File: src/rtl/cpu_pkg.sv
// Shared definitions for the pipelined 64-bit core front end.
package cpu_pkg;

    localparam int ADDR_W     = 64;
    localparam int INST_W     = 32;
    localparam int INST_BYTES = 4;

    typedef struct packed {
        logic [ADDR_W-1:0] pc;
        logic [INST_W-1:0] inst;
    } fetch_entry_t;

endpackage

File: src/rtl/fetch_fifo.sv
// In-order storage for fetched instructions and their PCs.
// Head data is driven from storage; it reads as zero while the queue is empty.
module fetch_fifo
    import cpu_pkg::*;
#(
    parameter int DEPTH = 4,
    localparam int PTR_W = $clog2(DEPTH),
    localparam int CNT_W = $clog2(DEPTH + 1)
) (
    input  logic             clk,
    input  logic             reset,
    input  logic             clear,
    input  logic             push,
    input  fetch_entry_t     push_entry,
    input  logic             pop,
    output logic             out_valid,
    output fetch_entry_t     out_entry,
    output logic [CNT_W-1:0] count
);

    fetch_entry_t     mem_q [DEPTH];
    fetch_entry_t     mem_d [DEPTH];
    logic [PTR_W-1:0] wr_ptr_q, wr_ptr_d;
    logic [PTR_W-1:0] rd_ptr_q, rd_ptr_d;
    logic [CNT_W-1:0] count_q, count_d;

    // Next pointers, count and storage; clear wins over push and pop.
    always_comb begin
        mem_d    = mem_q;
        wr_ptr_d = wr_ptr_q;
        rd_ptr_d = rd_ptr_q;
        count_d  = count_q;
        if (clear) begin
            wr_ptr_d = '0;
            rd_ptr_d = '0;
            count_d  = '0;
        end else begin
            if (push) begin
                mem_d[wr_ptr_q] = push_entry;
                wr_ptr_d        = wr_ptr_q + PTR_W'(1);
            end
            if (pop) begin
                rd_ptr_d = rd_ptr_q + PTR_W'(1);
            end
            count_d = count_q + CNT_W'(push) - CNT_W'(pop);
        end
    end

    // Pointer and occupancy registers.
    always_ff @(posedge clk or negedge reset) begin
        if (!reset) begin
            wr_ptr_q <= '0;
            rd_ptr_q <= '0;
            count_q  <= '0;
        end else begin
            wr_ptr_q <= wr_ptr_d;
            rd_ptr_q <= rd_ptr_d;
            count_q  <= count_d;
        end
    end

    // Entry storage; contents are only observed through a valid head.
    always_ff @(posedge clk) begin
        mem_q <= mem_d;
    end

    assign out_valid = (count_q != '0);
    assign out_entry = out_valid ? mem_q[rd_ptr_q] : '0;
    assign count     = count_q;

endmodule

File: src/rtl/fetch_queue.sv
// Instruction fetch front end: owns the fetch PC, issues credit-limited
// requests to instruction memory, buffers responses in order and drops
// responses that belong to a path abandoned by a branch redirect.
module fetch_queue
    import cpu_pkg::*;
#(
    parameter int                DEPTH    = 4,
    parameter logic [ADDR_W-1:0] RESET_PC = 64'h0
) (
    input  logic              clk,
    input  logic              reset,
    output logic              imem_req_valid,
    output logic [ADDR_W-1:0] imem_req_addr,
    input  logic              imem_req_ready,
    input  logic              imem_rsp_valid,
    input  logic [INST_W-1:0] imem_rsp_inst,
    input  logic              redirect_valid,
    input  logic [ADDR_W-1:0] redirect_pc,
    output logic              out_valid,
    output logic [ADDR_W-1:0] out_pc,
    output logic [INST_W-1:0] out_inst,
    input  logic              out_ready
);

    localparam int CNT_W = $clog2(DEPTH + 1);

    logic [ADDR_W-1:0] fetch_pc_q, fetch_pc_d;
    logic [ADDR_W-1:0] rsp_pc_q, rsp_pc_d;
    logic [CNT_W-1:0]  inflight_q, inflight_d;
    logic [CNT_W-1:0]  discard_q, discard_d;

    logic              fifo_clear;
    logic              fifo_push;
    logic              fifo_pop;
    fetch_entry_t      fifo_push_entry;
    fetch_entry_t      fifo_out_entry;
    logic [CNT_W-1:0]  fifo_count;
    logic [CNT_W:0]    credit_used;
    logic              req_fire;
    logic              rsp_fire;

    // Every accepted request reserves a queue slot, so count + inflight
    // bounds occupancy. Gating with reset keeps requests off during reset.
    assign credit_used    = {1'b0, fifo_count} + {1'b0, inflight_q};
    assign imem_req_valid = reset && !redirect_valid
                            && (credit_used < (CNT_W + 1)'(DEPTH));
    assign imem_req_addr  = fetch_pc_q;
    assign req_fire       = imem_req_valid && imem_req_ready;
    // A response with nothing outstanding is a protocol error and is ignored.
    assign rsp_fire       = imem_rsp_valid && (inflight_q != '0);

    // PC, credit and discard bookkeeping; redirect overrides everything.
    always_comb begin
        fetch_pc_d      = fetch_pc_q;
        rsp_pc_d        = rsp_pc_q;
        inflight_d      = inflight_q;
        discard_d       = discard_q;
        fifo_clear      = 1'b0;
        fifo_push       = 1'b0;
        fifo_pop        = 1'b0;
        fifo_push_entry = '{pc: rsp_pc_q, inst: imem_rsp_inst};
        if (redirect_valid) begin
            fifo_clear = 1'b1;
            fetch_pc_d = redirect_pc;
            rsp_pc_d   = redirect_pc;
            inflight_d = inflight_q - CNT_W'(rsp_fire);
            discard_d  = inflight_q - CNT_W'(rsp_fire);
        end else begin
            if (req_fire) begin
                fetch_pc_d = fetch_pc_q + ADDR_W'(INST_BYTES);
            end
            if (rsp_fire) begin
                if (discard_q != '0) begin
                    discard_d = discard_q - CNT_W'(1);
                end else begin
                    fifo_push = 1'b1;
                    rsp_pc_d  = rsp_pc_q + ADDR_W'(INST_BYTES);
                end
            end
            inflight_d = inflight_q + CNT_W'(req_fire) - CNT_W'(rsp_fire);
            fifo_pop   = out_valid && out_ready;
        end
    end

    // Front-end state registers.
    always_ff @(posedge clk or negedge reset) begin
        if (!reset) begin
            fetch_pc_q <= RESET_PC;
            rsp_pc_q   <= RESET_PC;
            inflight_q <= '0;
            discard_q  <= '0;
        end else begin
            fetch_pc_q <= fetch_pc_d;
            rsp_pc_q   <= rsp_pc_d;
            inflight_q <= inflight_d;
            discard_q  <= discard_d;
        end
    end

    fetch_fifo #(
        .DEPTH (DEPTH)
    ) u_fifo (
        .clk        (clk),
        .reset      (reset),
        .clear      (fifo_clear),
        .push       (fifo_push),
        .push_entry (fifo_push_entry),
        .pop        (fifo_pop),
        .out_valid  (out_valid),
        .out_entry  (fifo_out_entry),
        .count      (fifo_count)
    );

    assign out_pc   = fifo_out_entry.pc;
    assign out_inst = fifo_out_entry.inst;

endmodule

File: config.mk
export PLATFORM = sky130hd
export DESIGN_NAME = fetch_queue
export DESIGN_NICKNAME = d
export VERILOG_FILES = /design/src/rtl/cpu_pkg.sv /design/src/rtl/fetch_fifo.sv /design/src/rtl/fetch_queue.sv
export SDC_FILE = /design/constraint.sdc
export NUM_CORES = 1
export LEC_CHECK = 0
export CAP_MARGIN = 20
export CORE_AREA = 2 2 242 244
export CTS_BUF_LIST = sky130_fd_sc_hd__clkbuf_16
export DETAILED_ROUTE_END_ITERATION = 12
export DIE_AREA = 0 0 244 246
export PLACE_DENSITY = 0.71
export REMOVE_ABC_BUFFERS = 1
export SETUP_SLACK_MARGIN = 0.3
export SYNTH_ARGS = -nofsm -noshare
export SYNTH_HDL_FRONTEND = slang
export SYNTH_HIERARCHICAL = 1
export SYNTH_SLANG_ARGS = --single-unit
File: constraint.sdc
create_clock -name clk -period 5.4 [get_ports clk]
set_clock_uncertainty 0.1 [all_clocks]
set_input_delay 1.62 -clock clk [delete_from_list [all_inputs] [get_ports clk]]
set_output_delay 1.62 -clock clk [all_outputs]
set_load 0.1 [all_outputs]
== Yosys cells after proc, flatten, opt, wreduce, memory -nomap -nowiden ==
Cells that the tools add are included.

* Register bits after elaboration: 525
* Output and inout bits: 162
* Logic and storage cells: 78

* $add $sub $neg: 11
* $lt $le $gt $ge: 4
* Equality and inequality tests: 1
* Muxes and demuxes: 26
* Bitwise gates (word level): 3
* Reduce and logical (&&, ||, !) cells: 18

{| class="wikitable"
|+ Operator list
! kind !! number
|-
| 384-bit bitwise mux || 1
|-
| 96-bit two-way mux || 4
|-
| 64-bit two-way mux || 5
|-
| 96-bit binary-select mux with 2-bit select || 1
|-
| 96-bit demux with 2-bit select || 1
|-
| 64-bit by 3-bit adder with 64-bit output, second input constant || 2
|-
| 3-bit two-way mux || 5
|-
| 2-bit nonzero test || 5
|-
| 3-bit nonzero test || 3
|-
| 3-bit by 1-bit subtractor with 3-bit output || 3
|-
| 2-bit two-way mux || 4
|-
| 3-bit by 1-bit adder with 3-bit output || 2
|-
| 3-bit >= comparator, second input constant || 2
|-
| 1-bit logical AND || 6
|-
| 2-bit NOT with 3-bit output || 2
|-
| 2-bit AND reduction || 3
|-
| 1-bit two-way mux || 5
|-
| 2-bit by 1-bit adder with 2-bit output, second input constant || 2
|-
| 3-bit by 3-bit adder with 4-bit output || 1
|-
| 4-bit by 3-bit < comparator with 1-bit output, second input constant || 1
|-
| 3-bit by 1-bit < comparator with 1-bit output, second input constant || 1
|-
| 3-bit by 1-bit subtractor with 3-bit output, second input constant || 1
|-
| 2-bit inequality test, second input constant || 1
|-
| 1-bit logical NOT || 1
|-
| 1-bit NOT || 1
|}

== Depth between registers and ports, before layout ==
Gate-level depths: netlist (run 1).

* Depth in word-level cells: 7
* Mapped depth: 13
* Gate-level depth less buffers: 11

== By module ==
The synthesis (run 1) kept the hierarchy.

{| class="wikitable"
|+ Modules (own cells, without submodules)
! module !! times used !! cells an instance !! area an instance (µm²) !! seq. area each (µm²)
|-
| fetch_fifo || 1 || 647 || 14890.5 || 11706.2
|-
| fetch_queue || 1 || 900 || 7823.8 || 3353.2
|}

== Least setup slack after synthesis (run 1) ==
Ideal clock, no wire load.

* Path kind: input-to-reg
* From: in redirect_valid
* To: reg u_fifo/mem_q[0] (netlist name), enable pin
* Library setup time: 0.466 ns
* Arrival: 4.912 ns
* Data required time: 4.834 ns
* Setup slack: -0.078 ns
* Stages: 6
* Buffers on the path: 2
* Cells stage by stage: clkbuf_1 inv_1 clkbuf_1 and3_1 nor2b_1 and2_1

* Elaborated cells on any way between the ends: 4
* Those cells by class: 2 x mux; 1 x bitwise; 1 x reduce/logical

{| class="wikitable"
|+ RTL lines
! what !! RTL line !! RTL
|-
| start: declaration || fetch_queue.sv:17 || <nowiki>input logic redirect_valid,</nowiki>
|-
| 1-bit two-way mux || fetch_queue.sv:62 || <nowiki>if (redirect_valid) begin</nowiki>
|-
| via fifo_push || fetch_queue.sv:33 || <nowiki>logic fifo_push;</nowiki>
|-
| 2-bit AND reduction (no source line) || - ||
|-
| end signal: assignment || fetch_fifo.sv:64 || <nowiki>mem_q <= mem_d;</nowiki>
|-
| end: declaration || fetch_fifo.sv:21 || <nowiki>fetch_entry_t mem_q [DEPTH];</nowiki>
|}

The timed path passes the listed nets, and every way through them passes these cells.
A chain may end at the register's enable or synchronous reset.

== Worst setup path in the final report (run 1) ==
* From: reg u_fifo.rd_ptr_q[0]
* To: out out_pc[13]

* Word-level cells in the longest chain between the ends: 5

{| class="wikitable"
|+ Ends and longest elaborated chain
! what !! RTL line !! RTL
|-
| start: declaration || fetch_fifo.sv:24 || <nowiki>logic [PTR_W-1:0] rd_ptr_q, rd_ptr_d;</nowiki>
|-
| start signal: assignment || fetch_fifo.sv:57 || <nowiki>rd_ptr_q <= rd_ptr_d;</nowiki>
|-
| 2-bit NOT with 3-bit output (not written as such) || fetch_fifo.sv:68 || <nowiki>assign out_entry = out_valid ? mem_q[rd_ptr_q] : '0;</nowiki>
|-
| 96-bit binary-select mux with 2-bit select || fetch_fifo.sv:68 ||
|-
| 96-bit two-way mux (not written as such) (2 in series) || fetch_fifo.sv:68 ||
|-
| 96-bit two-way mux || fetch_fifo.sv:68 ||
|-
| end: declaration || fetch_queue.sv:20 || <nowiki>output logic [ADDR_W-1:0] out_pc,</nowiki>
|}

No other way between the ends. The select of a mux whose other input is x is not followed.

==> results by group, run 1 <==
Power and ir drop
  – P_leak: around 9.7 nW
  – Int Power: 7.75 mW
  – Comb pwr share: 0.390
  – Power Density: 493 nW/µm²
  – Power, Total: 13.7 mW
  – Clock power frac: 0.257
  – Reg power frac: 0.353
  – Switching Share: 0.434
  – Worst vdd ir: 0.000326 V
  – NetSw: 5.94 mW

Place
  – Post-detailed-placement half-perimeter wirelength: 41000 µm
  – Setup WS pre-CTS: roughly 880 ps
  – Post-DP Area: 26100 µm²
  – Port buffer count: 263
  – GPL Wtd Cong: 0.882
  – Cell count after placement: 2524

Critical path
  – Endpoint class of the critical path: output port
  – CP required: 3680 ps
  – Crit path max-delay family: flip-flops
  – Max FO, Critical Path: 40
  – CP Buf/Inv Count: 2
  – Worst path slowest cell: dfrtp_4
  – Element type at the critical path start: flop
  – Crit path largest cell delay: 820 ps
  – Crit-path cells: buf_12 -> mux4_2 -> and2_1 -> buf_4
  – WP data arrival: slightly below 3000 ps
  – Critical path class: flop to output port

Logic synthesis
  – Yosys top cell by area: edfxtp_1
  – Mapped cell area: 22700 µm²
  – Unique masters post-synth: 55
  – Number of flops mapped to enable cells by yosys: 384
  – Syn Inst Count: 1547
  – Yosys warns: 6
  – Register area share after synthesis: 0.663
  – Syn Area/Cell: between 10 and 15 µm²
  – Synth top area share: 0.508
  – Post-synthesis register bit count: around 530
  – Main synth FF type: edfxtp_1
  – Share of flip-flops with an asynchronous set or reset: 0.269
  – Synth top area cells: edfxtp_1, dfrtp_1, mux4_2, and2_1, nand2_1

Detailed routing
  – Final wirelength: 61100 µm
  – DR WL/cell: between 20 and 25 µm
  – Drt drc: 0
  – DR vias/cell: 5.56
  – Initial DRC count: about 1200
  – Drt first pass iters: 5
  – Via count: 14600
  – Antenna viol nets, final: 0

Clock network
  – # hold bufs at CTS: 0
  – CTS-repair resized insts: 0
  – CTS tree: built
  – Sink Count: about 530
  – H-tree Lvls: 2
  – Clock-pin slew on the worst setup and hold paths: 60 ps
  – CTS Buf Count: 53
  – Clk Latency, worst-skew pair: 610 ps
  – Post CTS Setup Buffer Count: 0
  – Clock root cell: clkbuf_16
  – Clock Path Buffers: 3

STA
  – Setup WS post-layout: 778 ps
  – Max Freq: 0.216 GHz
  – Hold Violations, Final: 0
  – Actual slew at the worst max-slew pin: 1140 ps
  – Crit path time final: 4620 ps
  – RSZ-0062 raised after global routing: false
  – Tcrit/Tclk final: 0.856
  – Max Transition Viols Final: 0
  – Rel. slew slack: 0.239
  – Final setup viols: 0

Layout
  – Final Instance Area: 27800 µm²
  – Final layout net count: 1936
  – P&R area growth vs syn: 22.3%
  – Layout cell share with drive strength beyond 1: 0.176
  – Post-route insts no fill: 2628

Global route
  – Maximum number of pins on one net before global-route repair: 142
  – GR Util met1: 0.272
  – M3 GR Usage: 0.0466
  – Total gr overflow: 0
  – Initial antenna violation count: 2
  – Vias in the first global route: 14600
  – GRT busiest layer: met2
  – Tot GR Track Use: 0.203
  – First-pass GRT wire length: 91900 µm
  – Met2 Use GR: 0.330

Die
  – Die width: 244 µm
  – I/O pin count: between 200 and 300
  – Cell row count: 88
  – Core area: 57400 µm²
  – Starting Density: 0.396
  – Chip Height: 246 µm
  – Die ar.: 60000 µm²

Flow run
  – Max-Cap Viols: 0

Worst hold path
  – Hold crit path type: flop to flop

Status
  – Status: finished clean
layer usage:
layer / up-vias / share of wire
li1: 6472 / -
met5: - / 0.00018
met1: 7451 / 0.42
met3: 102 / 0.074
met2: 581 / 0.48
met4: 2 / 0.029
power by group through the flow:
stage	logic, mW	clock network [mW]	registers, mW
5_1_grt	5.56	3.72	4.86
3_3_place_gp	5.32	0	4.89
2_1_floorplan	3.56	0	5.32
4_1_cts	5.37	3.58	4.83
6_report	5.34	3.51	4.83
3_5_place_dp	5.35	0	4.91
path summary, 6_finish.rpt:
| check | from | endpoint | slack [ps] | cells after the start |
|---|---|---|---|---|
| max | u_fifo/rd_ptr_q[0] | out_pc[13] | 780 | 4 |
| min | rsp_pc_q[1] | u_fifo/mem_q[129] | 430 | 0 |
| max reg2reg | rsp_pc_q[2] | rsp_pc_q[44] | 2220 | 7 |
| min reg2reg | rsp_pc_q[1] | u_fifo/mem_q[129] | 430 | 0 |
| max in group asynchronous | reset | u_fifo/rd_ptr_q[0] | 3510 | 2 |
| min in group asynchronous | reset | imem_req_addr[57] | 1020 | 2 |
final cells by class:
cell class | count | area, µm²
diodes | 2 | 5.00
clock buffers | 53 | 1330
well taps | 765 | 957
multi-input cells | 913 | 7200
fillers | 4870 | 29600
clock inverters | 47 | 330
flip-flops and latches | 525 | 15100
repair buffers | 290 | 2760
inverters | 33 | 124
kinds of logic (layout without fill, tap and decap cells):
logic type / Yosys count / after routing / synth area share
flip-flops: 525 / 525 / 0.663
AO/OA/AOI/OAI: 172 / 172 / 0.0464
adder cells (fa/ha/maj): 18 / 18 / 0.0106
buffers and inverters: 109 / 423 / 0.0207
other: 0 / 2 / 0
multiplexers: 116 / 116 / 0.105
XOR/XNOR: 75 / 75 / 0.0295
AND/OR/NAND/NOR: 532 / 532 / 0.125
per-stage QoR:
step	utilization	setup TNS (ps)	hold WS, ps
2_1_floorplan	-	-291970	376
3_3_place_gp	0.455	0	400
3_5_place_dp	0.455	0	412
4_1_cts	0.484	0	426
5_1_grt	0.484	0	457
6_report	0.484	0	429
cells in the mapped netlist, types with 33 or more instances:
master / number
and2_1: 114
clkbuf_1: 52
dfrtp_1: 141
edfxtp_1: 384
inv_1: 33
mux4_2: 96
nand2_1: 130
nand3_1: 76
nand4_1: 44
nor2_1: 60
o21ai_0: 87
xnor2_1: 35
xor2_1: 39
placed cells by master (no fill, tap or decap), types with 39 or more instances in the layout:
cell type,n
and2_1,110
buf_4,111
clkbuf_16,53
clkdlybuf4s50_1,163
dfrtp_1,139
edfxtp_1,384
inv_1,51
mux4_2,96
nand2_1,130
nand3_1,76
nand4_1,44
nor2_1,59
o21ai_0,87
xor2_1,39
sequential cells by signal, summed over array words and instances (netlist names):
| name | cells |
|---|---|
| u_fifo/count | 3 |
| u_fifo/wr_ptr_q | 2 |
| imem_req_addr | 64 |
| rsp_pc_q | 64 |
| inflight_q | 3 |
| discard_q | 3 |
| u_fifo/mem_q | 384 |
| u_fifo/rd_ptr_q | 2 |
Power figures use the tool's default switching activity.
==> run 2: changes to the inputs <==
- SETUP_SLACK_MARGIN: 0.3 -> 0.2
==> results of run 2 <==
Same layout as run 1: the final DEF is identical, and so are final timing and power.
==> run 3: changes to the inputs <==
- CORE_AREA: 2 2 242 244 -> 2 2 198 297
- DIE_AREA: 0 0 244 246 -> 0 0 200 299
==> run 3 against run 2 <==
  * Power up 3.3%
  * Sequential power is essentially flat
  * First-iteration DRC count decreased by 11%
  * Fmax grew 1.7%
  * Design area is 0.86% higher
  * Wire length barely moved
  * Register-to-register slack worse by 280 ps
  * Highest routed layer is now met4
==> results by group, run 3 (synthesized netlist as in run 1, its figures left out) <==
Critical path
  – CP required: 3680 ps
  – CP startpoint: u_fifo/rd_ptr_q[0]
  – Max FO, Critical Path: 33
  – Origin of the critical flop-to-flop path: inflight_q[2]
  – Element type at the critical path start: flop
  – Endpoint class of the critical path: output port
  – WP data arrival: 2830 ps
  – Worst path slowest cell: dfrtp_4
  – Critical path class: flop to output port
  – Crit-path cells: buf_12 -> mux4_2 -> and2_1 -> buf_4
  – Crit path largest cell delay: 780 ps

Detailed routing
  – Via count: 14400
  – DR WL/cell: about 23 µm
  – Drt drc: 0
  – Drt first pass iters: 5
  – Final wirelength: 61100 µm
  – DR vias/cell: around 5.5
  – Antenna viol nets, final: 0
  – Initial DRC count: 1084

Place
  – Cell count after placement: roughly 2500
  – Port buffer count: 263
  – Setup WS pre-CTS: roughly 750 ps
  – Post-detailed-placement half-perimeter wirelength: 41500 µm
  – GPL Wtd Cong: between 0.8 and 0.9

STA
  – RSZ-0062 raised after global routing: false
  – Setup WS post-layout: 854 ps
  – Max Transition Viols Final: 0
  – Hold Violations, Final: 0
  – Tcrit/Tclk final: 0.842
  – Setup_tns: 0 ps
  – Actual slew at the worst max-slew pin: approximately 1100 ps
  – Rel. slew slack: 0.233
  – Max Freq: 0.220 GHz
  – Final setup viols: 0
  – Crit path time final: approximately 4500 ps

Clock network
  – CTS-repair resized insts: 0
  – Clock root cell: clkbuf_16
  – Clock-pin slew on the worst setup and hold paths: 60 ps
  – CTS Buf Count: 49
  – # hold bufs at CTS: 0
  – H-tree Lvls: 2
  – Clock Path Buffers: 3
  – Sink Count: around 530
  – CTS tree: built
  – Post CTS Setup Buffer Count: 0
  – Clk Latency, worst-skew pair: 580 ps

Global route
  – First-pass GRT wire length: 91100 µm
  – Initial antenna violation count: 0
  – Vias in the first global route: 14600
  – Total gr overflow: 0
  – Maximum number of pins on one net before global-route repair: 75
  – Tot GR Track Use: 0.206

Status
  – Status: finished clean

Power and ir drop
  – Worst vdd ir: between 0.0003 and 0.0004 V
  – Power Density: 505 nW/µm²
  – P_leak: 9.74 nW

Layout
  – Commonest non-fill, non-tap cells in the layout: edfxtp_1, clkdlybuf4s50_1, dfrtp_1
  – Top reg by flops: u_fifo/mem_q
  – Post-route insts no fill: 2624
  – P&R area growth vs syn: 23.3%
  – Max reg flops: 384
  – Fill cells: 4876
  – Commonest non-fill, non-tap cell in the layout: edfxtp_1
  – Layout cell share with drive strength beyond 1: 0.183
  – Final layout net count: 1932
  – Final core utilization: 0.488

Die
  – Die ar.: 59800 µm²
  – Die width: 200 µm
  – I/O pin count: around 260
  – Starting Density: 0.396
  – Cell row count: between 100 and 150
  – Core area: between 50000 and 60000 µm²
  – Chip Height: 299 µm

Worst hold path
  – Hold crit path type: flop to flop
  – Min-delay src: rsp_pc_q[0]

Flow run
  – Max-Cap Viols: 0
-- run 3: changes by cell type in the layout (fill, tap and decap cells not counted) --
cell             change
buf_12               -2
buf_16               +1
buf_4                +1
bufinv_16           +12
clkbuf_16            -2
clkbuf_2             -1
clkdlybuf4s50_1      +1
clkinv_1             -6
clkinv_4             +2
clkinv_8             -2
clkinvlp_4           +2
diode_2              -1
inv_1               -14
-- run 3: final timing paths --
| path | end | slack (ps) | depth (start not counted) |
|---|---|---|---|
| max in group asynchronous | imem_req_addr[22] | 3460 | 2 |
| worst max register to register | inflight_q[2] | 1940 | 11 |
| worst min-delay path | u_fifo/mem_q[32] | 430 | 0 |
| min in group asynchronous | imem_req_addr[58] | 890 | 2 |
| worst min register to register | u_fifo/mem_q[32] | 430 | 0 |
| worst max-delay path | out_pc[10] | 850 | 4 |
-- run 3: worst max-delay path, delay by kind of cell (launching register included) --
kind	cells	cell delay (ps)
buffers and inverters	2	600
flip-flops	1	780
multiplexers	1	560
AND/OR/NAND/NOR	1	220
-- run 3: per-stage QoR --
step | hold slack, ps | power (mW) | area, µm²
2_1_floorplan | 376 | 8.88 | 22400
3_3_place_gp | 387 | 10.2 | 26100
3_5_place_dp | 411 | 10.3 | 26100
4_1_cts | 428 | 14.3 | 28000
5_1_grt | 454 | 14.6 | 28000
6_report | 430 | 14.1 | 28000
-- run 3: cell type report --
cell class | count | area [µm²] | area share
Antenna cell | 1 | 2.50 | 0.0000893
Tap cell | 770 | 963 | 0.0344
Clock inverter | 41 | 616 | 0.0220
Inverter | 33 | 124 | 0.00442
Timing Repair Buffer | 290 | 2760 | 0.0986
Clock buffer | 51 | 1280 | 0.0456
Sequential cell | 525 | 15100 | 0.538
Multi-Input combinational cell | 913 | 7200 | 0.257
-- run 3: layer usage --
layer	up-vias	wire length, µm	track usage
met3	114	4250	0.0400
met2	530	31400	0.354
met5	-	0	0
met1	7337	23000	0.253
li1	6468	-	-
met4	0	2480	0.0825
-- run 3: where the power goes --
group          switching (mW)  internal [mW]  leakage [nW]
sequential              0.279           4.54          5.17
clock                    1.52           2.48         0.924
combinational            4.11           1.21          3.65
==> RTL change 1, RTL diff (config.mk and constraints of run 2) <==
`DEPTH` is set to 4 in 2 places; all go to 2.
--- a/src/rtl/fetch_fifo.sv
+++ b/src/rtl/fetch_fifo.sv
@@ -3,7 +3,7 @@
 module fetch_fifo
     import cpu_pkg::*;
 #(
-    parameter int DEPTH = 4,
+    parameter int DEPTH = 2,
     localparam int PTR_W = $clog2(DEPTH),
     localparam int CNT_W = $clog2(DEPTH + 1)
 ) (
--- a/src/rtl/fetch_queue.sv
+++ b/src/rtl/fetch_queue.sv
@@ -4,7 +4,7 @@
 module fetch_queue
     import cpu_pkg::*;
 #(
-    parameter int                DEPTH    = 4,
+    parameter int                DEPTH    = 2,
     parameter logic [ADDR_W-1:0] RESET_PC = 64'h0
 ) (
     input  logic              clk,
Check against the original RTL: not equivalent (Yosys sat finds a counterexample within 4 cycles, from zero or initial values and one cycle with reset low).
==> RTL change 1 against run 2 <==
- final area fell by 28%
- core utilization shrank 13 points
- power down 37%
- wire length shrank 19%
- sequential cell count shrank 197
- worst setup slack got worse by 0.13 ns
- synthesized area decreased by 31%
- sequential power shrank 36%
- via count shrank 18%
==> RTL change 1: results (changes against run 2) <==
[worst_setup_path]
path_max_fanout=29  ; -28%
critical_path_arrival_ns=3.03  ; +0.13 ns
endpoint=out_pc[58]
critPathLaunch=u_fifo/rd_ptr_q$_DFFE_PN0P_
r2r-end=imem_req_addr[34]$_DFFE_PN0P_
r2r_start=u_fifo/count[0]$_DFF_PN0_
r2r_setup_slack_ns=1.75  ; -0.47 ns

[detailed_routing]
drt_iter0_markers=818  ; -33%
wl_per_cell_um=20.7  ; -11%
avgViaCountPerCell=5.03  ; -9.5%

[finish]
drive_gt1_frac=0.121  ; -0.0549
regArea_sq_um=9170  ; -39%
fillers=5584  ; +15%
nNonClkBuffers=282  ; -2.8%
seq_cell_count=328  ; -38%
nNetsFinal=1706  ; -12%
diodes=1  ; -1
nClkBuffers=39  ; -26%
multi_input_area_share=0.296  ; +0.0371
nNonClkInverters=42  ; +27%

[global_routing]
antenna_found_initial=1  ; -1
grt_pass1_vias=11900  ; -18%
grt_pass1_wl_um=73600  ; -20%

[placed_design]
dpl.hpwl_um=36200  ; -12%
gp_congestion=0.916  ; +4.0%
placedCellCount=2321  ; -8.0%

[pwr]
irDropWorstVdd_mv=0.196  ; -40%
leakage_nw=7.02  ; -28%

[outcome]
status=finished, final reports clean

[yosys]
ys_top_cells_by_count=edfxtp_1, nor2_1, dfrtp_1, mux2i_1, nand2_1
ys_types=69  ; +25%
synthArstFlopShare=0.415  ; +0.146
synth_enable_flop_cells=192  ; -50%
synthCells=1335  ; -14%
yosysSeqAreaShare=0.588  ; -0.0746

[cts]
insertion_delay_ns=0.53  ; -0.08 ns

[sta]
worst_slew_margin_rel=0.253  ; +0.0142

==> RTL change 1: changes by cell type after synthesis, sizes merged, moves of 26 or more <==
cell / before / now
edfxtp: 384 / 192
and2: 114 / 4
nor2: 60 / 164
mux2i: 3 / 102
mux4: 96 / 0
nand2: 130 / 86
o31a: 3 / 45
o21ai: 87 / 47
nand3: 77 / 47
nor4: 25 / 51
==> RTL change 1: critical path, stage by stage (launching register included) <==
cell and delay (ns):
dfrtp_4 0.79, buf_4 0.51, buf_4 0.53, mux2i_1 0.14
nor2_1 0.15, buf_4 0.31
==> RTL change 1: cells by family (layout without fill, tap and decap cells) <==
kind of cell	count (synthesis)	after routing	share of synthesized area
simple gates	539	539	0.182
flops	328	328	0.588
compound gates	184	184	0.0836
mux	118	118	0.0771
buf+inv	103	392	0.0305
xor+xnor	54	54	0.0312
fa+ha+maj	9	9	0.00771
other cells	0	1	0
==> RTL change 1: routing by layer <==
layer,track usage,vias to the layer above,share of wire
li1,-,5542,-
met1,0.208,5932,0.42
met2,0.256,447,0.47
met3,0.0321,100,0.066
met4,0.0775,0,0.045
met5,0,-,0
==> RTL change 1: per-stage QoR <==
stage / total power [mW] / util / hold slack, ns / area, sq um / setup slack, ns
after global placement: 6.11 / 0.329 / 0.353 / 18900 / 0.701
after CTS: 8.66 / 0.350 / 0.383 / 20100 / 0.583
after detailed placement: 6.15 / 0.329 / 0.369 / 18900 / 0.687
final: 8.57 / 0.350 / 0.380 / 20100 / 0.652
after global routing: 8.90 / 0.350 / 0.398 / 20100 / 0.452
after floorplan: 5.29 / - / 0.342 / 15300 / -4.58
==> RTL change 1: where the power goes <==
part	leakage, nW	total (mW)	switching, mW	internal (mW)
logic	3.06	3.00	2.32	0.684
registers	3.33	3.09	0.238	2.85
clock network	0.626	2.48	1.03	1.46
==> RTL change 2, RTL diff (settings of run 2) <==
Without the edit above. Make the reset (`reset`) synchronous in 2 clocked blocks.
--- a/src/rtl/fetch_fifo.sv
+++ b/src/rtl/fetch_fifo.sv
@@ -47,7 +47,7 @@
     end
 
     // Pointer and occupancy registers.
-    always_ff @(posedge clk or negedge reset) begin
+    always_ff @(posedge clk) begin
         if (!reset) begin
             wr_ptr_q <= '0;
             rd_ptr_q <= '0;
--- a/src/rtl/fetch_queue.sv
+++ b/src/rtl/fetch_queue.sv
@@ -83,7 +83,7 @@
     end
 
     // Front-end state registers.
-    always_ff @(posedge clk or negedge reset) begin
+    always_ff @(posedge clk) begin
         if (!reset) begin
             fetch_pc_q <= RESET_PC;
             rsp_pc_q   <= RESET_PC;
Formal check against the unedited RTL: not equivalent (a bounded check fails within 4 cycles, from zero or initial values and one cycle with reset low; the reset may be asserted at any time).
==> RTL change 2 against run 2 <==
- wire length decreased by 1.0%
- global-route usage down 0.33 points
- sequential cell count unchanged
- core utilization is 0.56 points lower
- critical endpoint is now out_pc[58]
- via count grew 1.6%
- first-iteration DRC count grew 8.8%
- critical path type unchanged
- synthesized area is 0.67% lower
- cell count grew 2.2%
- die area unchanged
- worst setup slack worse by 0.083 ns
- final area down 1.2%
Power is not compared: it rests on default switching activity, and its combinational part moved more than twofold at a synthesized area within 25%.
==> RTL change 2: results (changes against run 2) <==
[outcome]
status=finished, final reports clean

[global_routing]
grt_pass1_wl_um=90900  ; -1.1%
grt_max_degree=91  ; -36%
grt_util_all_layers=0.199  ; -0.00332
antenna_found_initial=4  ; +2
grt_pass1_vias=14500  ; -0.72%

[yosys]
ys_top_cells_by_count=edfxtp_1, dfxtp_1, and2_1, mux4_2, a21oi_1
ys_types=74  ; +35%
yosysWarnings=6  ; unchanged
synthArstFlopShare=0  ; -0.269
synth_enable_flop_cells=384  ; unchanged
synth.area.top_cells=edfxtp_1, dfxtp_1, mux4_2, and2_1, xnor2_1
yosysSeqAreaShare=0.636  ; -0.0268
synth_flop_cell=edfxtp_1

[sta]
fin_ws_ns=0.695  ; -0.0832 ns
worst_slew_margin_rel=0.236  ; -0.00228
whs_ns=0.387  ; -0.0424 ns

[worst_setup_path]
path_max_fanout=56  ; +40%
endpoint=out_pc[58]
r2r_setup_slack_ns=2.13  ; -0.09 ns
reg2reg_depth=7  ; unchanged
r2r_start=imem_req_addr[2]$_SDFFE_PN0N_
r2r-end=imem_req_addr[60]$_SDFFE_PN0N_
critPathLaunch=u_fifo/count[2]$_SDFF_PP0_

[worst_hold_path]
hold_class=reg -> reg
min_from=imem_req_addr[1]$_SDFFE_PN0P_

[placed_design]
dpl.hpwl_um=41000  ; -0.14%
placed_cell_area_sq_um=25800  ; -1.2%
gp_congestion=0.875  ; -0.73%
pre_cts_ws_ns=0.866  ; -0.0149 ns
portBuffers=263  ; unchanged

[cts]
htree_levels=2  ; unchanged
insertion_delay_ns=0.59  ; -0.02 ns
cts_inserted_buffers=52  ; -1.9%
root_buffer=clkbuf_16
postCtsSetupRepairBufs=0  ; unchanged
cts_resized=0  ; unchanged
path_clk_slew_ns=0.06  ; about the same
clock_path_buffers=3  ; unchanged

[finish]
top_register=u_fifo/mem_q
drive_gt1_frac=0.167  ; -0.00897
largest_register_ffs=384  ; unchanged
nNetsFinal=1996  ; +3.1%

[pwr]
leakage_nw=8.91
irDropWorstVdd_mv=0.239

[detailed_routing]
avgViaCountPerCell=5.53  ; -0.59%
drt_iter0_markers=1322  ; +8.8%
firstDrtPassIters=5  ; unchanged
wl_per_cell_um=22.5  ; -3.2%

[RTL change 2: changes by cell type after synthesis, sizes merged, moves of 17 or more]
cell    delta
dfrtp    -141
dfxtp    +141
a21oi     +74
nand2     -45
xnor2     +24
o211ai    -22
nand3     -21
mux2      -17
[RTL change 2: routing by layer]
| layer | track usage | vias to the layer above | wire [um] |
|---|---|---|---|
| met5 | 0 | - | 43 |
| met4 | 0.0513 | 2 | 1390 |
| met3 | 0.0362 | 89 | 4390 |
| met2 | 0.320 | 582 | 28600 |
| met1 | 0.281 | 7425 | 26100 |
| li1 | - | 6745 | - |
[RTL change 2: critical path: stages, from the launching register on]
cell and delay (ns):
dfxtp_1 0.40, or3_2 0.32, buf_4 0.42, buf_4 0.51, and2_1 0.31, buf_4 0.33
[RTL change 2: worst min path at each step]
| stage | to | depth (start not counted) |
|---|---|---|
| 2_1_floorplan | u_fifo/mem_q[128]$_DFFE_PP_ | 0 |
| 3_3_place_gp | imem_req_addr[0]$_SDFFE_PN0P_ | 2 |
| 3_5_place_dp | imem_req_addr[1]$_SDFFE_PN0P_ | 2 |
| 4_1_cts | imem_req_addr[1]$_SDFFE_PN0P_ | 2 |
| 5_1_grt | imem_req_addr[1]$_SDFFE_PN0P_ | 2 |
| 6_report | imem_req_addr[1]$_SDFFE_PN0P_ | 2 |
[RTL change 2: layout make-up]
cell class	instances	area, sq um
clock buffer	53	1330
sequential	525	14400
inverter	33	126
multi-input combinational	977	7660
clock inverter	44	339
timing repair buffer	287	2680
tap	765	957
antenna	2	5.00
fill	4946	29900
[RTL change 2: metrics by stage]
stage | power (mW) | utilization | TNS [ns] | instances
after global routing | 9.96 | 0.478 | 0 | 2685
after floorplan | 5.70 | - | -171.19 | 1535
after global placement | 6.15 | 0.449 | 0 | 2587
after detailed placement | 6.18 | 0.449 | 0 | 2587
final | 9.63 | 0.479 | 0 | 2686
after CTS | 9.71 | 0.478 | 0 | 2684
[RTL change 2: where the power goes]
group	internal, mW	switching, mW	total [mW]
clock network	2.02	1.52	3.53
registers	4.48	0.162	4.64
logic	0.425	1.03	1.45
total	6.92	2.71	9.63
[RTL change 2: cell families after synthesis]
kind of cell,share of synthesized area
muxes,0.0976
AOI/OAI and AO/OA,0.0720
xor gates and xnor gates,0.0356
and+or+nand+nor,0.123
adders and majority gates,0.0106
buffers and inverters,0.0250
DFF,0.636
